==> src/rtl/muldiv_pkg.sv <==
// Shared definitions for the iterative RV32M/RV64M multiply/divide unit:
// funct3 opcodes, FSM state encoding and counter sizing.
package muldiv_pkg;

    localparam logic [2:0] OP_MUL    = 3'b000;
    localparam logic [2:0] OP_MULH   = 3'b001;
    localparam logic [2:0] OP_MULHSU = 3'b010;
    localparam logic [2:0] OP_MULHU  = 3'b011;
    localparam logic [2:0] OP_DIV    = 3'b100;
    localparam logic [2:0] OP_DIVU   = 3'b101;
    localparam logic [2:0] OP_REM    = 3'b110;
    localparam logic [2:0] OP_REMU   = 3'b111;

    typedef enum logic [1:0] {
        IDLE = 2'd0,
        CALC = 2'd1,
        DONE = 2'd2
    } state_t;

    localparam int XLEN_DEF = 32;
    localparam int CNT_W    = $clog2(XLEN_DEF);

    function automatic int cnt_width(input int xlen);
        return $clog2(xlen);
    endfunction

endpackage

==> src/rtl/muldiv_iter_if.sv <==
// Request/response bundle between the EX stage (master) and the mul/div unit (slave).
// Valid/ready on both sides; flush and busy travel alongside.
interface muldiv_iter_if
    import muldiv_pkg::*;
#(
    parameter int XLEN = XLEN_DEF
);
    logic            in_valid;
    logic            in_ready;
    logic [2:0]      in_op;
    logic [XLEN-1:0] in_src1;
    logic [XLEN-1:0] in_src2;
    logic            flush;
    logic            out_valid;
    logic            out_ready;
    logic [XLEN-1:0] out_result;
    logic            busy;

    modport master (
        output in_valid, in_op, in_src1, in_src2, flush, out_ready,
        input  in_ready, out_valid, out_result, busy
    );

    modport slave (
        input  in_valid, in_op, in_src1, in_src2, flush, out_ready,
        output in_ready, out_valid, out_result, busy
    );
endinterface

==> src/rtl/muldiv_step.sv <==
// One combinational iteration: shift-add multiply (i_mode=0) or restoring divide (i_mode=1).
// {i_hi,i_lo} is the product register or {partial remainder, dividend/quotient}.
module muldiv_step
    import muldiv_pkg::*;
#(
    parameter int XLEN = XLEN_DEF
) (
    input  logic            i_mode,
    input  logic [XLEN-1:0] i_hi,
    input  logic [XLEN-1:0] i_lo,
    input  logic [XLEN-1:0] i_b,
    output logic [XLEN-1:0] o_hi,
    output logic [XLEN-1:0] o_lo
);
    logic [XLEN:0]   w_sum;
    logic [XLEN:0]   w_rem_sh;
    logic [XLEN-1:0] w_diff;
    logic            w_ge;

    always_comb begin
        w_sum    = {1'b0, i_hi} + (i_lo[0] ? {1'b0, i_b} : '0);
        w_rem_sh = {i_hi, i_lo[XLEN-1]};
        w_ge     = (w_rem_sh >= {1'b0, i_b});
        // Only taken when w_ge, so the result always fits XLEN bits.
        w_diff   = w_rem_sh[XLEN-1:0] - i_b;
        o_hi     = '0;
        o_lo     = '0;
        if (i_mode) begin
            o_hi = w_ge ? w_diff : w_rem_sh[XLEN-1:0];
            o_lo = {i_lo[XLEN-2:0], w_ge};
        end else begin
            o_hi = w_sum[XLEN:1];
            o_lo = {w_sum[0], i_lo[XLEN-1:1]};
        end
    end
endmodule

==> src/rtl/muldiv_iter.sv <==
// Iterative MUL/MULH/MULHSU/MULHU/DIV/DIVU/REM/REMU, one bit per cycle: result at T+XLEN+1, corner cases at T+1.
// Accepts only in IDLE; result held in DONE until out_ready; flush aborts at any point.
module muldiv_iter
    import muldiv_pkg::*;
#(
    parameter int XLEN = XLEN_DEF
) (
    input  logic          clk,
    input  logic          rst,
    muldiv_iter_if.slave  bus
);
    localparam int CW = (XLEN == XLEN_DEF) ? CNT_W : cnt_width(XLEN);

    state_t            r_state;
    state_t            w_state_nxt;
    logic [CW-1:0]     r_cnt;
    logic [2:0]        r_op;
    logic              r_neg;
    logic [XLEN-1:0]   r_hi;
    logic [XLEN-1:0]   r_lo;
    logic [XLEN-1:0]   r_b;
    logic [XLEN-1:0]   r_result;

    logic              w_accept;
    logic              w_last;
    logic              w_sgn1;
    logic              w_sgn2;
    logic              w_s1;
    logic              w_s2;
    logic [XLEN-1:0]   w_abs1;
    logic [XLEN-1:0]   w_abs2;
    logic              w_div0;
    logic              w_ovf;
    logic              w_special;
    logic [XLEN-1:0]   w_special_res;
    logic [XLEN-1:0]   w_step_hi;
    logic [XLEN-1:0]   w_step_lo;
    logic [2*XLEN-1:0] w_prod;
    logic [2*XLEN-1:0] w_prod_fix;
    logic [XLEN-1:0]   w_qr;
    logic [XLEN-1:0]   w_qr_fix;
    logic [XLEN-1:0]   w_final;

    assign w_accept = bus.in_valid && (r_state == IDLE) && !bus.flush;
    assign w_last   = (r_cnt == CW'(XLEN - 1));

    always_comb begin
        w_sgn1 = 1'b0;
        w_sgn2 = 1'b0;
        case (bus.in_op)
            OP_MULH, OP_DIV, OP_REM: begin
                w_sgn1 = 1'b1;
                w_sgn2 = 1'b1;
            end
            OP_MULHSU: w_sgn1 = 1'b1;
            OP_MUL, OP_MULHU, OP_DIVU, OP_REMU: begin
                w_sgn1 = 1'b0;
                w_sgn2 = 1'b0;
            end
            default: ;
        endcase
        w_s1   = w_sgn1 && bus.in_src1[XLEN-1];
        w_s2   = w_sgn2 && bus.in_src2[XLEN-1];
        w_abs1 = w_s1 ? -bus.in_src1 : bus.in_src1;
        w_abs2 = w_s2 ? -bus.in_src2 : bus.in_src2;
    end

    // Corner cases resolved at accept: divide by zero and signed MIN / -1.
    always_comb begin
        w_div0 = bus.in_op[2] && (bus.in_src2 == '0);
        w_ovf  = ((bus.in_op == OP_DIV) || (bus.in_op == OP_REM)) &&
                 (bus.in_src1 == {1'b1, {(XLEN-1){1'b0}}}) && (bus.in_src2 == '1);
        w_special     = w_div0 || w_ovf;
        w_special_res = '0;
        if (w_div0)
            w_special_res = bus.in_op[1] ? bus.in_src1 : '1;
        else if (w_ovf)
            w_special_res = bus.in_op[1] ? '0 : bus.in_src1;
    end

    muldiv_step #(.XLEN(XLEN)) u_step (
        .i_mode (r_op[2]),
        .i_hi   (r_hi),
        .i_lo   (r_lo),
        .i_b    (r_b),
        .o_hi   (w_step_hi),
        .o_lo   (w_step_lo)
    );

    // Final iteration output is sign-fixed and selected in the same cycle it is produced.
    always_comb begin
        w_prod     = {w_step_hi, w_step_lo};
        w_prod_fix = r_neg ? -w_prod : w_prod;
        w_qr       = r_op[1] ? w_step_hi : w_step_lo;
        w_qr_fix   = r_neg ? -w_qr : w_qr;
        w_final    = w_qr_fix;
        if (!r_op[2])
            w_final = (r_op == OP_MUL) ? w_prod_fix[XLEN-1:0] : w_prod_fix[2*XLEN-1:XLEN];
    end

    always_comb begin
        w_state_nxt = r_state;
        case (r_state)
            IDLE: if (w_accept) w_state_nxt = w_special ? DONE : CALC;
            CALC: begin
                if (bus.flush)   w_state_nxt = IDLE;
                else if (w_last) w_state_nxt = DONE;
            end
            DONE: if (bus.flush || bus.out_ready) w_state_nxt = IDLE;
            default: w_state_nxt = IDLE;
        endcase
    end

    always_ff @(posedge clk or posedge rst) begin
        if (rst) begin
            r_state  <= IDLE;
            r_cnt    <= '0;
            r_op     <= '0;
            r_neg    <= 1'b0;
            r_hi     <= '0;
            r_lo     <= '0;
            r_b      <= '0;
            r_result <= '0;
        end else begin
            r_state <= w_state_nxt;
            if (w_accept) begin
                r_op  <= bus.in_op;
                r_cnt <= '0;
                r_hi  <= '0;
                if (bus.in_op[2]) begin
                    r_lo  <= w_abs1;
                    r_b   <= w_abs2;
                    r_neg <= bus.in_op[1] ? w_s1 : (w_s1 ^ w_s2);
                end else begin
                    r_lo  <= w_abs2;
                    r_b   <= w_abs1;
                    r_neg <= w_s1 ^ w_s2;
                end
                if (w_special)
                    r_result <= w_special_res;
            end else if ((r_state == CALC) && !bus.flush) begin
                r_hi  <= w_step_hi;
                r_lo  <= w_step_lo;
                r_cnt <= r_cnt + 1'b1;
                if (w_last)
                    r_result <= w_final;
            end
        end
    end

    assign bus.in_ready   = (r_state == IDLE);
    assign bus.out_valid  = (r_state == DONE);
    assign bus.busy       = (r_state != IDLE);
    assign bus.out_result = r_result;
endmodule

==> src/flat_wrapper.sv <==
// flat-port wrapper written by rule: the top's interface ports become plain ports
module muldiv_iter_flat import muldiv_pkg::*;
#(
    parameter int XLEN = XLEN_DEF
)
  (clk, rst, bus_in_valid, bus_in_op, bus_in_src1, bus_in_src2, bus_flush, bus_out_ready, bus_in_ready, bus_out_valid, bus_out_result, bus_busy);
  muldiv_iter_if #(.XLEN(XLEN)) bus_i ();
  input  logic clk;
  input  logic rst;
  input wire logic [$bits(bus_i.in_valid)-1:0] bus_in_valid;
  input wire logic [$bits(bus_i.in_op)-1:0] bus_in_op;
  input wire logic [$bits(bus_i.in_src1)-1:0] bus_in_src1;
  input wire logic [$bits(bus_i.in_src2)-1:0] bus_in_src2;
  input wire logic [$bits(bus_i.flush)-1:0] bus_flush;
  input wire logic [$bits(bus_i.out_ready)-1:0] bus_out_ready;
  output wire logic [$bits(bus_i.in_ready)-1:0] bus_in_ready;
  output wire logic [$bits(bus_i.out_valid)-1:0] bus_out_valid;
  output wire logic [$bits(bus_i.out_result)-1:0] bus_out_result;
  output wire logic [$bits(bus_i.busy)-1:0] bus_busy;
  assign bus_i.in_valid = bus_in_valid;
  assign bus_i.in_op = bus_in_op;
  assign bus_i.in_src1 = bus_in_src1;
  assign bus_i.in_src2 = bus_in_src2;
  assign bus_i.flush = bus_flush;
  assign bus_i.out_ready = bus_out_ready;
  assign bus_in_ready = bus_i.in_ready;
  assign bus_out_valid = bus_i.out_valid;
  assign bus_out_result = bus_i.out_result;
  assign bus_busy = bus_i.busy;
  muldiv_iter #(.XLEN(XLEN)) u_core (.clk(clk), .rst(rst), .bus(bus_i));
endmodule
==> config.mk <==
export PLATFORM = sky130hd
export DESIGN_NAME = muldiv_iter_flat
export DESIGN_NICKNAME = d
export VERILOG_FILES = /design/src/rtl/muldiv_pkg.sv /design/src/rtl/muldiv_iter_if.sv /design/src/rtl/muldiv_step.sv /design/src/rtl/muldiv_iter.sv /design/src/flat_wrapper.sv
export SDC_FILE = /design/constraint.sdc
export NUM_CORES = 1
export LEC_CHECK = 0
export CORE_ASPECT_RATIO = 1.2
export CORE_UTILIZATION = 60
export CTS_BUF_LIST = sky130_fd_sc_hd__clkbuf_16
export CTS_CLUSTER_SIZE = 10
export DETAILED_ROUTE_END_ITERATION = 12
export PLACE_DENSITY = 0.81
export SLEW_MARGIN = 5
export SYNTH_ARGS = -nofsm -noshare
export SYNTH_HDL_FRONTEND = slang
export SYNTH_HIERARCHICAL = 1
export SYNTH_SLANG_ARGS = --single-unit
export TNS_END_PERCENT = 30
==> constraint.sdc <==
create_clock -name clk -period 11.35 [get_ports clk]
set_clock_uncertainty 0.15 [all_clocks]
set_input_delay 3.405 -clock clk [delete_from_list [all_inputs] [get_ports clk]]
set_output_delay 3.405 -clock clk [all_outputs]
set_load 0.02 [all_outputs]
Word-level counts from Yosys, hierarchy flattened --
Cells that the tools add are included.
Cells by class: add/sub/neg operators 7, magnitude comparators 1, eq/ne operators 16, muxes and demuxes 37, bitwise operators 1, reductions and logical operators 24
Operators by type and width (count):
- $mux 32 | 24
- $neg 32->32 | 3
- $eq 32x32->1 const B | 2
- $mux 64 | 1
- $neg 64->64 | 1
- $add 32x33->33 | 1
- $ge 33x32->1 | 1
- $logic_not 32->1 | 1
- $sub 32x32->32 | 1
- $eq 3x3->1 const B | 4
- $mux 2 | 5
- $mux 5 | 2
- $logic_and 1x1->1 | 8
- $reduce_or 4->1 | 2
- $eq 3x2->1 const B | 2
- $logic_not 3->1 | 2
- $pmux 2 s3 | 1
- $reduce_and 3->1 | 2
- $reduce_bool 2->1 | 3
- $add 5x1->5 const B | 1
- $eq 5x5->1 const B | 1
- $ne 2x1->1 const B | 2
- $eq 3x1->1 const B | 1
- $logic_or 1x1->1 | 3
- 10 further kinds | 12
Word-level totals: bits in registers 139, output and inout bits 35, word-level logic and storage cells 94

Logic depth before layout (Yosys ltp) --
depth in word-level cells 10, gate-level depth with buffers 22, mapped depth without buffers 20

Cells and area by module --
Netlist, hierarchy kept.
Modules (own cells, without submodules):
- muldiv_iter | instances 1, cells each 1560, area an instance 12091.6 um^2, sequential area each 3478.3 um^2
- muldiv_step | instances 1, cells each 705, area an instance 4867.2 um^2, sequential area each 0.0 um^2

Least setup slack after synthesis --
OpenSTA, ideal clock, no wires.
path type input to register, start in bus_in_src2[0], end reg u_core.r_result[13] (netlist: u_core/bus.out_result[13]), arrival time 5391 ps, data required time 11076 ps, slack 5685 ps, stages on the path 9, path buffers 1, cells stage by stage inv_1 ha_1 or4b_1 nor4_4 nand4_4 nand2_2 o22ai_2 buf_2 a211o_1
Between the ends: longest elaborated chain between the ends 6, elaborated cells between the ends (all ways) 11, those cells by class 2 x eq/ne; 4 x mux; 5 x reduce/logical
Ends and longest elaborated chain:
- start: declaration | RTL line flat_wrapper.sv:13 | input wire logic [$bits(bus_i.in_src2)-1:0] bus_in_src2;
- $eq 32x32->1 | RTL line muldiv_iter.sv:72 | (bus.in_src1 == {1'b1, {(XLEN-1){1'b0}}}) && (bus.in_src2 == '1);
- $logic_and 1x1->1 | RTL line muldiv_iter.sv:72
- $mux 32 | RTL line muldiv_iter.sv:77 | else if (w_ovf)
- $mux 32 | RTL line muldiv_iter.sv:75 | if (w_div0)
- $mux 32 | RTL line muldiv_iter.sv:139 | if (w_special)
- $mux 32 | RTL line muldiv_iter.sv:126 | if (w_accept) begin
- end signal: assignment | RTL line muldiv_iter.sv:140 | r_result <= w_special_res;
- end signal: assignment | RTL line muldiv_iter.sv:146 | r_result <= w_final;
- end: declaration | RTL line muldiv_iter.sv:22 | logic [XLEN-1:0] r_result;
Parallel ways exist; a longest one is shown, timed or not. The select of a mux whose other input is x is not followed. A chain may end at the register's enable or synchronous reset.

Worst setup path after layout --
start reg u_core.r_b[1], end reg u_core.r_result[31] (netlist: u_core/bus.out_result[31])
Between the ends: longest elaborated chain between the ends 10, elaborated cells between the ends (all ways) 17, those cells by class 4 x add/sub; 1 x order compare; 12 x mux
Ends and longest elaborated chain:
- start: declaration | RTL line muldiv_iter.sv:21 | logic [XLEN-1:0] r_b;
- start signal: assignment | RTL line muldiv_iter.sv:132 | r_b <= w_abs2;
- start signal: assignment | RTL line muldiv_iter.sv:136 | r_b <= w_abs1;
- $mux 32, or another cell as far along | RTL line muldiv_step.sv:21 | w_sum = {1'b0, i_hi} + (i_lo[0] ? {1'b0, i_b} : '0);
- $add 32x33->33 / $mux 32 (equally long branches) | RTL line muldiv_step.sv:21, muldiv_step.sv:29
- $mux 32 (*) | RTL line muldiv_step.sv:28 | if (i_mode) begin
- named net u_core.w_step_hi[4] | RTL line muldiv_iter.sv:36 | logic [XLEN-1:0] w_step_hi;
- $neg 64->64 / $mux 32 (equally long branches) | RTL line muldiv_iter.sv:93, muldiv_iter.sv:94
- $mux 64 / $neg 32->32 (equally long branches) | RTL line muldiv_iter.sv:93, muldiv_iter.sv:95
- $mux 32 (on tied branches) | RTL line muldiv_iter.sv:98, muldiv_iter.sv:95
- $mux 32 (*) | RTL line muldiv_iter.sv:97 | if (!r_op[2])
- $mux 32 (*) | RTL line muldiv_iter.sv:145 | if (w_last)
- $mux 32 (*) | RTL line muldiv_iter.sv:141 | end else if ((r_state == CALC) && !bus.flush) begin
- $mux 32 (*) | RTL line muldiv_iter.sv:126
The timed path passes the listed nets; every way through them passes the cells marked *. The select of a mux whose other input is x is not followed.

==> impl_metrics.csv <==
group,metric,value,unit
timing,timing.hold.ws,361,ps
layout,stdcell_count,2652,
worst_setup_path,path_cells,"inv_1, ha_1, nor2b_1, o31ai_1, a21oi_2, o2111ai_1, a21boi_2, o21ai_4, buf_4, mux2_2, nand2_1, o21ai_0, buf_4, nor4_1, and3_1, o21ai_1, o41ai_1, xor2_1, nand3_1, a41oi_1",
power_and_ir_drop,power_density,216,mW/mm2
timing,period_needed,6950,ps
worst_setup_path,r2r_cells,20,
layout,finish.utilization,67.0,%
worst_setup_path,worstReg2RegEnd,"u_core/bus.out_result[31]$_DFFE_PP0P_",
placed_design,dp_cells,2621,
die,ios,107,
global_route,grt_use_met1,55.1,%
drt,finalWirelength,66700,um
clock_network,clk_latency,450,ps
worst_setup_path,critPathMaxFanout,52,
global_route,overflow,0,
power_and_ir_drop,peakVddDrop,147,uV
job,cap_viol_max_count,0,
global_route,grt_pass1_wl,100000,um
worst_setup_path,arrival,7150,ps
yosys,syn_area_per_cell,7.49,um2
clock_network,cts.repair.resized,0,
yosys,synthFlopType,"dfrtp_1",
timing,finalSetupTns,0,ps
layout,area_growth_syn_to_layout,9.97,%
layout,final_area,0.0186,mm2
global_route,grt_pass1_vias,16900,
worst_setup_path,worstSetupEndpointType,"flop",
placed_design,post_dp_cell_area,0.0181,mm2
timing,max_slew_margin,19.0,%
drt,first_iter_violations,2381,
timing,setup_viol_count_final,0,
drt,via_per_inst,6.90,
yosys,synthCells,2265,
global_route,grt_start_max_net_pins,83,
drt,antenna_left,0,
yosys,yosys-top-cells-count,"nand2_1 (276), a21oi_1 (195), nor2_1 (183), o21ai_0 (152), dfrtp_1 (139)",
yosys,ys_seq_area_share,20.5,%
power_and_ir_drop,leakage,7.63,nW
clock_network,ctsLongestPathBuffers,2,
die,initial_core_util,60.9,%
min_path,hold_path_class,"flop to flop",
yosys,yosysWarnings,6,
clock_network,cts_tree,"done",
yosys,syn-num-nets,2410,
placed_design,dp.final_hpwl,50000,um
layout,final_layout_size_suffix_gt1_share,8.84,%
worst_setup_path,start_kind,"flop",
worst_setup_path,cp_slowest_cell,"nor4_1",
yosys,synth_top_cell_by_area,"dfrtp_1",
die,die_height,186,um
clock_network,numCtsBuffers,17,
clock_network,post_cts_buffers,0,
yosys,synth_most_common_cell,"nand2_1",
yosys,synth.distinct_cells,104,
yosys,synth-edff-count,0,
clock_network,numClockSinks,139,
drt,drc,0,
die,die_area,0.0289,mm2
global_route,top_usage_layer,"met2",
global_route,antenna_found_initial,0,
global_route,grtUsageMet3,12.1,%
die,die_w,155,um
clock_network,cts.htree.levels,4,
run_status,status,"finished, final reports clean",
placed_design,gp_congestion,1.12,
drt,vias,18300,
worst_setup_path,regToRegSetupSlack,4400,ps
die,core,0.0278,mm2
timing,period_share,61.2,%
worst_setup_path,cp_slowest_stage_delay,750,ps
yosys,synth_area_leaders,"dfrtp_1 (21%), nand2_1 (6.1%), a21oi_1 (5.8%)",
timing,worst_pin_slew,1210,ps
yosys,synth.cell_area,0.0170,mm2
worst_setup_path,r2r-start,"u_core/r_b[1]$_DFFE_PP0P_",
global_route,grt_use_met2,72.0,%
clock_network,cts_hold_buf,0,
timing,hold_viol,0,
timing,slew_viol_final,0,
layout,nets,2406,
placed_design,io_buffers,106,
yosys,synth-seq-cells,139,
worst_setup_path,crit_required,11560,ps
die,rows,67,
drt,first_pass_iters,7,
timing,max_freq,144,MHz
global_route,grt_use_total,46.0,%
worst_setup_path,criticalPathCategory,"flop to flop",
clock_network,cts-root-buf,"clkbuf_16",
yosys,synth_top_area_share,20.5,%
drt,wl_per_cell,25.2,um
yosys,synth_async_sr_flop_share,100,%
worst_setup_path,cp-startpoint,"u_core/r_b[1]$_DFFE_PP0P_",
worst_setup_path,crit_top_cell,"buf_4",
layout,diodes,0,
timing,grt_setup_unrepaired,"false",
clock_network,clk_pin_slew,70,ps
worst_setup_path,setup.worst_path.end,"u_core/bus.out_result[31]$_DFFE_PP0P_",
cell usage in the layout, fill, tap and decap left out, types with 18 or more instances in the layout:
cell type,n
o31ai_1,23
o21ai_0,151
a21oi_1,195
nand2_1,275
nor3_1,58
buf_4,40
mux2_2,52
dfrtp_1,136
xor2_1,90
a31oi_1,60
mux2i_1,73
o21a_1,26
ha_1,71
nand3_1,47
clkdlybuf4s50_1,105
xnor2_1,91
nor4_1,33
a21o_1,40
or3_1,21
or2_2,18
nor2_1,183
o211ai_1,32
and2_1,41
inv_1,72
nand4_1,23
or4_1,19
routing by layer:
metal	up-vias	part of all wire (%)
met5	-	0
met4	0	7.5
met3	277	11
met2	1150	44
met1	8621	38
li1	8243	-
where the power goes:
part | switching, mW | internal (mW) | leakage, nW
Sequential | 0.155 | 0.599 | 1.80
Clock | 0.256 | 0.305 | 0.269
Combinational | 1.75 | 0.961 | 5.56
Total | 2.16 | 1.86 | 7.63
final cells by class:
cell class	instances	area, um2
multi-input cells	1882	12500
fillers	2417	9180
flip-flops and latches	139	3480
repair buffers	146	1360
well taps	379	474
clock buffers	17	425
inverters	75	287
clock inverters	14	135
worst max-delay path, delay by kind of cell (launching register included):
kind / cells / cell delay [ps]
buffers and inverters: 3 / 840
DFF: 1 / 420
AOI/OAI and AO/OA: 9 / 2900
and+or+nand+nor: 5 / 1440
adders and majority gates: 1 / 330
xor gates and xnor gates: 1 / 310
muxes: 1 / 410
flip-flops by register name, indices dropped and copies added (netlist names):
signal,flops
u_core/r_b,32
u_core/r_lo,32
u_core/bus.out_result,32
u_core/r_neg,1
u_core/r_op,3
u_core/r_state,2
u_core/r_cnt,5
u_core/r_hi,32
stage by stage:
step | setup WS [ps] | total power, mW
final | 4400 | 4.02
after global routing | 4170 | 4.22
after CTS | 4670 | 3.89
after detailed placement | 4230 | 3.32
after global placement | 4320 | 3.29
after floorplan | 4070 | 2.58
kinds of logic (layout without fill, tap and decap cells):
group                      count (synthesis)  in the layout  synth area share [%]
DFF                                      139            139                  20.5
muxes                                    125            125                  7.76
xor gates and xnor gates                 181            181                  9.35
buffers and inverters                    244            252                  5.96
adders and majority gates                 73             73                  5.47
and+or+nand+nor                          808            808                  23.8
AOI/OAI and AO/OA                        695            695                  27.2
worst min path at each step:
stage	startpoint	endpoint	slack (ps)	depth (start not counted)
after floorplan	u_core/r_b[10]$_DFFE_PP0P_	u_core/r_b[10]$_DFFE_PP0P_	300	2
after global placement	u_core/r_b[11]$_DFFE_PP0P_	u_core/r_b[11]$_DFFE_PP0P_	330	2
after detailed placement	u_core/bus.out_result[2]$_DFFE_PP0P_	u_core/bus.out_result[2]$_DFFE_PP0P_	330	2
after CTS	u_core/bus.out_result[2]$_DFFE_PP0P_	u_core/bus.out_result[2]$_DFFE_PP0P_	360	2
after global routing	u_core/bus.out_result[2]$_DFFE_PP0P_	u_core/bus.out_result[2]$_DFFE_PP0P_	370	2
final	u_core/bus.out_result[2]$_DFFE_PP0P_	u_core/bus.out_result[2]$_DFFE_PP0P_	360	2
(Power assumes the default switching activity.)
